==> src/rtl/hh_synapse.sv <==
// Spike-to-current synapse: rising-edge detect with refractory hold-off, weighted decaying accumulator.
// Optional SYN_INHIB_EN: weight bit 7 marks an inhibitory synapse (magnitude in bits 6:0).
module hh_synapse #(
    parameter int unsigned N_IN        = 4,
    parameter int unsigned DECAY_SHIFT = 3,
    parameter int unsigned REFRAC      = 4,
    parameter logic [7:0]  W_INIT      = 8'd16,
    localparam int unsigned AW         = (N_IN > 1) ? $clog2(N_IN) : 1
) (
    input  logic            clk,
    input  logic            rst_n,
    input  logic [N_IN-1:0] spike_in,
    input  logic            enable,
    input  logic            w_we,
    input  logic [AW-1:0]   w_addr,
    input  logic [7:0]      w_data,
    output logic [7:0]      stim_current,
    output logic [15:0]     event_count,
    output logic            sat_flag
);

    localparam int unsigned RW     = (REFRAC > 0) ? $clog2(REFRAC + 1) : 1;
    localparam int unsigned ACC_W  = 12;
    localparam int unsigned SUM_W  = 14;
    localparam int unsigned POP_W  = 4;

    logic [7:0]       weight [N_IN];
    logic [RW-1:0]    refr   [N_IN];
    logic [N_IN-1:0]  spk_q;
    logic [N_IN-1:0]  ev;
    logic [ACC_W-1:0] acc;
    logic [SUM_W-1:0] leak;
    logic [SUM_W-1:0] exc_sum;
    logic [SUM_W-1:0] acc_next;
    logic [POP_W-1:0] ev_pop;
`ifdef SYN_INHIB_EN
    logic [SUM_W-1:0] inh_sum;
`endif

    // Event detection, weight summation and leaky accumulator update
    always_comb begin
        ev      = '0;
        exc_sum = '0;
        ev_pop  = '0;
`ifdef SYN_INHIB_EN
        inh_sum = '0;
`endif
        for (int i = 0; i < int'(N_IN); i++) begin
            ev[i] = spike_in[i] & ~spk_q[i] & (refr[i] == '0) & enable;
            if (ev[i]) begin
                ev_pop = ev_pop + POP_W'(1);
`ifdef SYN_INHIB_EN
                if (weight[i][7]) begin
                    inh_sum = inh_sum + SUM_W'(weight[i][6:0]);
                end else begin
                    exc_sum = exc_sum + SUM_W'(weight[i][6:0]);
                end
`else
                exc_sum = exc_sum + SUM_W'(weight[i]);
`endif
            end
        end
        leak = SUM_W'(acc >> DECAY_SHIFT);
        // Minimum leak of one so small residues drain fully to zero
        if ((acc != '0) && (leak == '0)) begin
            leak = SUM_W'(1);
        end
        acc_next = SUM_W'(acc) - leak + exc_sum;
`ifdef SYN_INHIB_EN
        acc_next = (inh_sum > acc_next) ? '0 : (acc_next - inh_sum);
`endif
    end

    // State registers; weight writes land after this cycle's events use the old value
    always_ff @(posedge clk) begin
        if (!rst_n) begin
            spk_q        <= '0;
            acc          <= '0;
            stim_current <= '0;
            event_count  <= '0;
            sat_flag     <= 1'b0;
            for (int i = 0; i < int'(N_IN); i++) begin
                refr[i]   <= '0;
                weight[i] <= W_INIT;
            end
        end else begin
            spk_q <= spike_in;
            for (int i = 0; i < int'(N_IN); i++) begin
                if (ev[i]) begin
                    refr[i] <= RW'(REFRAC);
                end else if (refr[i] != '0) begin
                    refr[i] <= refr[i] - RW'(1);
                end
            end
            if (acc_next > SUM_W'(4095)) begin
                acc      <= '1;
                sat_flag <= 1'b1;
            end else begin
                acc <= acc_next[ACC_W-1:0];
            end
            stim_current <= (acc_next > SUM_W'(255)) ? 8'hFF : acc_next[7:0];
            event_count  <= event_count + 16'(ev_pop);
            if (w_we && (32'(w_addr) < N_IN)) begin
                weight[w_addr] <= w_data;
            end
        end
    end

endmodule

==> config.mk <==
export PLATFORM = sky130hd
export DESIGN_NAME = hh_synapse
export DESIGN_NICKNAME = d
export VERILOG_FILES = /design/src/rtl/hh_synapse.sv
export SDC_FILE = /design/constraint.sdc
export NUM_CORES = 1
export LEC_CHECK = 0
export BUFFER_PORTS_ARGS = -buffer_cell sky130_fd_sc_hd__buf_4
export CORE_MARGIN = 8
export CORE_UTILIZATION = 35
export DETAILED_ROUTE_END_ITERATION = 6
export SYNTH_ARGS = -nofsm -noshare
export SYNTH_HDL_FRONTEND = slang
export SYNTH_SLANG_ARGS = --single-unit
export TNS_END_PERCENT = 1
==> constraint.sdc <==
create_clock -name clk -period 13.3 [get_ports clk]
set_input_delay 1.33 -clock clk [delete_from_list [all_inputs] [get_ports clk]]
set_output_delay 1.33 -clock clk [all_outputs]
set_load 0.005 [all_outputs]
==> run metrics, run 1 <==
status=finished clean; clk slew on worst S/H paths=0.06 ns; maxcap violations=0; antenna-violating nets left=0; setup slack, reg-to-reg=4.98 ns; WHS=0.482 ns; Die H=between 100 and 150 µm; worst hold path class=flop to flop; Mapped Avg Cell Area=about 9.4 µm²; largest net degree at the start of global routing=66; clk sinks=between 80 and 90; CTS resizes=0; Critical Path RT=13.50 ns; post-route cell area=~6800 µm²; asr flop ratio synth=0%; Reg2Reg Depth=35; share of cells above drive strength 1=11.7%; Mapped Nets=718; Sw Share=43.5%; switching power=684 µW; GRT Total Usage=12.8%; final setup vio count=0; Slew Viols, Final=0; Layout area overhead=14.1%; sequential-to-total area share from yosys stat=36.0%; cell leakage power=0.00299 µW; top cell type's share of synthesized area=22.2%; ranking of synthesized cells by area=edfxtp_1 22%, dfxtp_1 14%, ha_1 12%; count leader, synth=ha_1; biggest cell delay along the critical path=0.59 ns; buffer depth of the longest clock path=2; Final Hold Vio Count=0; Worst R2R End=stim_current[1]; fin cells=896; RSZ-0062 raised after global routing=no; crit path capture type=flop; min Tclk post-route=8.75 ns; global-route wire length before repair=22400 µm; total wire length=13200 µm; slowest CP cell=nor2_1; dpl hpwl=10500 µm; cell mode on critical path=ha_1; Via density=~5.1; row count=47; synthesized instance count=632; max_slew headroom=48.7%; 1st-iter DRT viols=223; cell taking the most area after synthesis=edfxtp_1; Critical Path End=stim_current[1]; critical path type=primary input to flop; worst ir drop on vdd=roughly 0.12 mV; H-Tree Depth=3; CTS hold repair buffers=0; CTS tree=yes; total gr overflow=0; fin crit share=between 60% and 70%; Post-synth EDFFs=44; pwr/cell area=231 nW/µm²; startpoint types=primary input; placed cell area=6500 µm²; clock share of power=16.0%; critical path arrival=8.96 ns; Fmax achieved=114 MHz; post-CTS setup buffers=0; Top FF cell, synth=edfxtp_1; final net count=between 700 and 800; min-delay src=sat_flag; vias=between 4000 and 5000; count of cell types in the netlist=60; total CTS buffers=9; wire per inst=14.8 µm; 1st-pass router iterations=4; Starting Density=a little over a third; IO Pins=43; Worst Tran Pin Value=0.763 ns; PortBufs=42; Mapped Area=between 5000 and 6000 µm²; P_int=888 µW; CP max FO=13; chip width=146 µm; core area=16600 µm²; DR DRC count=0; setup_tns=0 ns; placed cell count=880; Gate power share=approximately 60%; initial antenna violation count=0; clk_lat worst skew=0.34 ns; Synth Register Bits=85; synth cell count leaders=55 x ha_1, 51 x inv_1, 50 x nor2_1; Die ar.=21400 µm²; YS warnings=0; vias in the first global route=~4600; CTS root buf=clkbuf_16; Placer Congestion=roughly 0.88; Reg power frac=about a quarter; Worst Skew=0.00749 ns; CP startpoint=enable; antenna fix cells=0; r2r startpoint=refr[0][0]
==> power by group through the flow <==
stage / clock network (µW) / registers (µW) / logic [µW]
after CTS: 257 / 380 / 946
after global placement: 0 / 384 / 919
after global routing: 266 / 388 / 1060
after floorplan: 0 / 371 / 742
after detailed placement: 0 / 386 / 937
final: 251 / 380 / 941
==> cell type report <==
cell class              instances  area, µm²
clock buffers                  12        246
repair buffers                 45        338
fillers                      1647       9790
inverters                      51        191
multi-input cells             479       3550
flip-flops and latches         85       2140
well taps                     220        275
clock inverters                 4       47.5
==> worst min path at each step <==
stage                     slack [ns]  depth (start not counted)        to
after floorplan                 0.46                          1  sat_flag
after global placement          0.46                          1  sat_flag
after detailed placement        0.48                          1  sat_flag
after CTS                       0.49                          1  sat_flag
after global routing            0.52                          1  sat_flag
final                           0.48                          1  sat_flag
==> layer usage <==
metal / wire length (µm) / global-route usage [%] / up-vias
met1: 5740 / 14.6 / 2163
met2: 6520 / 22.5 / 91
met3: 571 / 2.72 / 27
li1: - / - / 2282
met4: 386 / 5.67 / 0
met5: 0 / 0 / -
==> sequential cells by signal, summed over array words and instances, names as in the netlist <==
register,count
refr,12
weight,32
event_count,16
stim_current,8
acc,12
spk_q,4
sat_flag,1
==> through the flow <==
stage | setup WS (ns) | power [µW] | utilization, %
after global routing | 3.85 | 1720 | 41.0
after floorplan | 5.24 | 1110 | -
after CTS | 4.53 | 1580 | 41.0
final | 4.55 | 1570 | 41.0
after detailed placement | 4.17 | 1320 | 39.2
after global placement | 4.37 | 1300 | 39.2
==> cells in the final DEF (no fill, tap or decap), drive strengths merged, types with 11 or more instances in the layout <==
master / netlist / final
nor2: 50 / 50
fa: 13 / 13
a21oi: 16 / 16
o21ai: 32 / 32
inv: 51 / 51
nor2b: 14 / 14
dfxtp: 41 / 41
clkbuf: 15 / 12
and2: 46 / 46
nand3: 12 / 12
a21boi: 18 / 18
buf: 2 / 45
xnor2: 23 / 23
and3: 11 / 11
xor2: 13 / 13
nand2: 44 / 44
o21a: 16 / 16
nand2b: 16 / 16
ha: 55 / 55
edfxtp: 44 / 44
==> kinds of logic (layout without fill, tap and decap cells) <==
| family | count (synthesis) | count (layout) | synth area share [%] |
|---|---|---|---|
| simple gates | 228 | 228 | 20.4 |
| fa+ha+maj | 69 | 69 | 16.1 |
| mux | 15 | 15 | 2.69 |
| compound gates | 130 | 130 | 15.2 |
| xor+xnor | 36 | 36 | 5.30 |
| other cells | 1 | 1 | 0.0630 |
| flops | 85 | 85 | 36.0 |
| buf+inv | 68 | 112 | 4.31 |
==> worst max-delay path, delay by kind of cell <==
| family | cells | cell delay, ns |
|---|---|---|
| xor gates and xnor gates | 2 | 0.20 |
| adders and majority gates | 7 | 2.21 |
| AOI/OAI and AO/OA | 12 | 2.11 |
| buffers and inverters | 3 | 0.21 |
| and+or+nand+nor | 10 | 2.87 |
Power figures use the tool's default switching activity.
==> inputs of run 2 (changes only) <==
clock period = 7.3 ns   (was 13.3 ns; I/O delays follow)
==> run 2 against run 1 <==
Compared with the run above: sequential power up 83%; register-to-register slack worse by 4.7 ns; combinational power up 130%; critical path depth up 2; clock skew down 0.00084 ns; via count up 3.6%; global-route usage up 0.82 points; core utilization up 3.4 points; clock power up 76%; largest cell class unchanged.
==> run metrics, run 2 (synthesized netlist as in run 1, its figures left out) <==
IO Pins=43; critical path type=flop to flop; WP buf/inv=4; Die H=146 µm; wire per inst=between 15 and 20 µm; largest register by flop count=weight; CTS tree=yes; startpoint types=flop; DR DRC count=0; critical path's top delay family=compound AO/OA/AOI/OAI gates; final net count=813; Worst Tran Pin Value=0.863 ns; row count=47; top flop regs=weight x32, event_count x16; buffer depth of the longest clock path=2; setup slack, reg-to-reg=0.32 ns; Starting Density=35.9%; antenna fix cells=0; worst hold path class=flop to flop; 1st-iter DRT viols=191; PortBufs=42; most common cell after layout, fill and taps aside=buf_4; slowest CP cell=or4_1; antenna-violating nets left=0; final setup vio count=0; Layout area overhead=23.6%; crit path capture type=flop; total wire length=approximately 14000 µm; Critical Path RT=7.53 ns; Via density=4.97; cell mode on critical path=ha_1; pwr/cell area=455 nW/µm²; CTS root buf=clkbuf_16; most frequent cells in the layout=100 x buf_4, 50 x ha_1, 49 x nor2_1; Placer Congestion=between 0.8 and 0.9; worst ir drop on vdd=around 0.24 mV; max_slew headroom=a little over two fifths; 1st-pass router iterations=4; clk sinks=85; global-route wire length before repair=about 24000 µm; vias=4728; status=finished clean; setup_tns=0 ns; initial antenna violation count=0; Slew Viols, Final=0; H-Tree Depth=3; fin crit share=95.6%; maxcap violations=0; Fmax achieved=143 MHz; GRT Total Usage=13.6%; WHS=~0.54 ns; max reg flops=32; min Tclk post-route=6.98 ns; biggest cell delay along the critical path=0.53 ns; CTS hold repair buffers=0; total CTS buffers=9; cell leakage power=0.00329 µW; chip width=about 150 µm; Die ar.=21400 µm²; Worst Skew=0.00664 ns; clk_lat worst skew=0.34 ns; core area=16600 µm²; share of cells above drive strength 1=between 20% and 30%; critical path arrival=7.21 ns; total gr overflow=0; largest net degree at the start of global routing=66; CP max FO=8; Final Hold Vio Count=0; clk slew on worst S/H paths=0.06 ns; vias in the first global route=4958; dpl hpwl=11000 µm
## run 2: cell types whose count changed in the layout (fill, tap and decap cells not counted), sizes merged
cell,delta
clkinvlp,-1
clkbuf,+1
inv,+1
buf,+56
bufinv,-1
## run 2: repair_timing
item                       in CTS  in global routing
setup endpoints to repair       2                 21
buffers inserted                0                 10
pin swaps                       0                 21
resized for setup               1                 37
## run 2: tightest hold or removal path, delay by kind of cell, from the launching register on
| family | cells | cell delay, ns |
|---|---|---|
| and+or+nand+nor | 2 | 0.16 |
| DFF | 1 | 0.33 |
## run 2: worst paths after layout
path,from,endpoint,cells past startpoint
max,refr[0][0],stim_current[3],36
min,event_count[4],event_count[4],2
max reg2reg,refr[0][0],stim_current[3],36
min reg2reg,event_count[4],event_count[4],2
## run 2: layer usage
metal	wire length (µm)	part of all wire (%)	track usage (%)
met5	0	0	0
met4	347	2.4	5.67
met3	451	3.1	2.56
met2	7350	51	24.3
met1	6280	44	15.6
## run 2: power by group
part           switching [µW]  internal [µW]
Clock                     189            253
Combinational            1150           1060
Sequential               76.5            619
Total                    1410           1930
## run 2: final cells by class
type	count	area, µm²
well taps	220	275
fillers	1626	9230
inverters	51	191
multi-input cells	479	3700
clock buffers	13	263
flip-flops and latches	85	2140
clock inverters	3	20.0
repair buffers	101	762
## run 2: stage by stage
stage | util [%] | worst slack, ns | instances | area [µm²] | total power (µW)
after floorplan | - | 0.0624 | 632 | 5950 | 2030
after global placement | 41.3 | -0.0173 | 926 | 6850 | 2620
after detailed placement | 41.3 | -0.145 | 926 | 6850 | 2660
after CTS | 43.1 | 0.0136 | 942 | 7140 | 3150
after global routing | 44.4 | -0.0695 | 952 | 7360 | 3650
final | 44.4 | 0.322 | 952 | 7360 | 3350
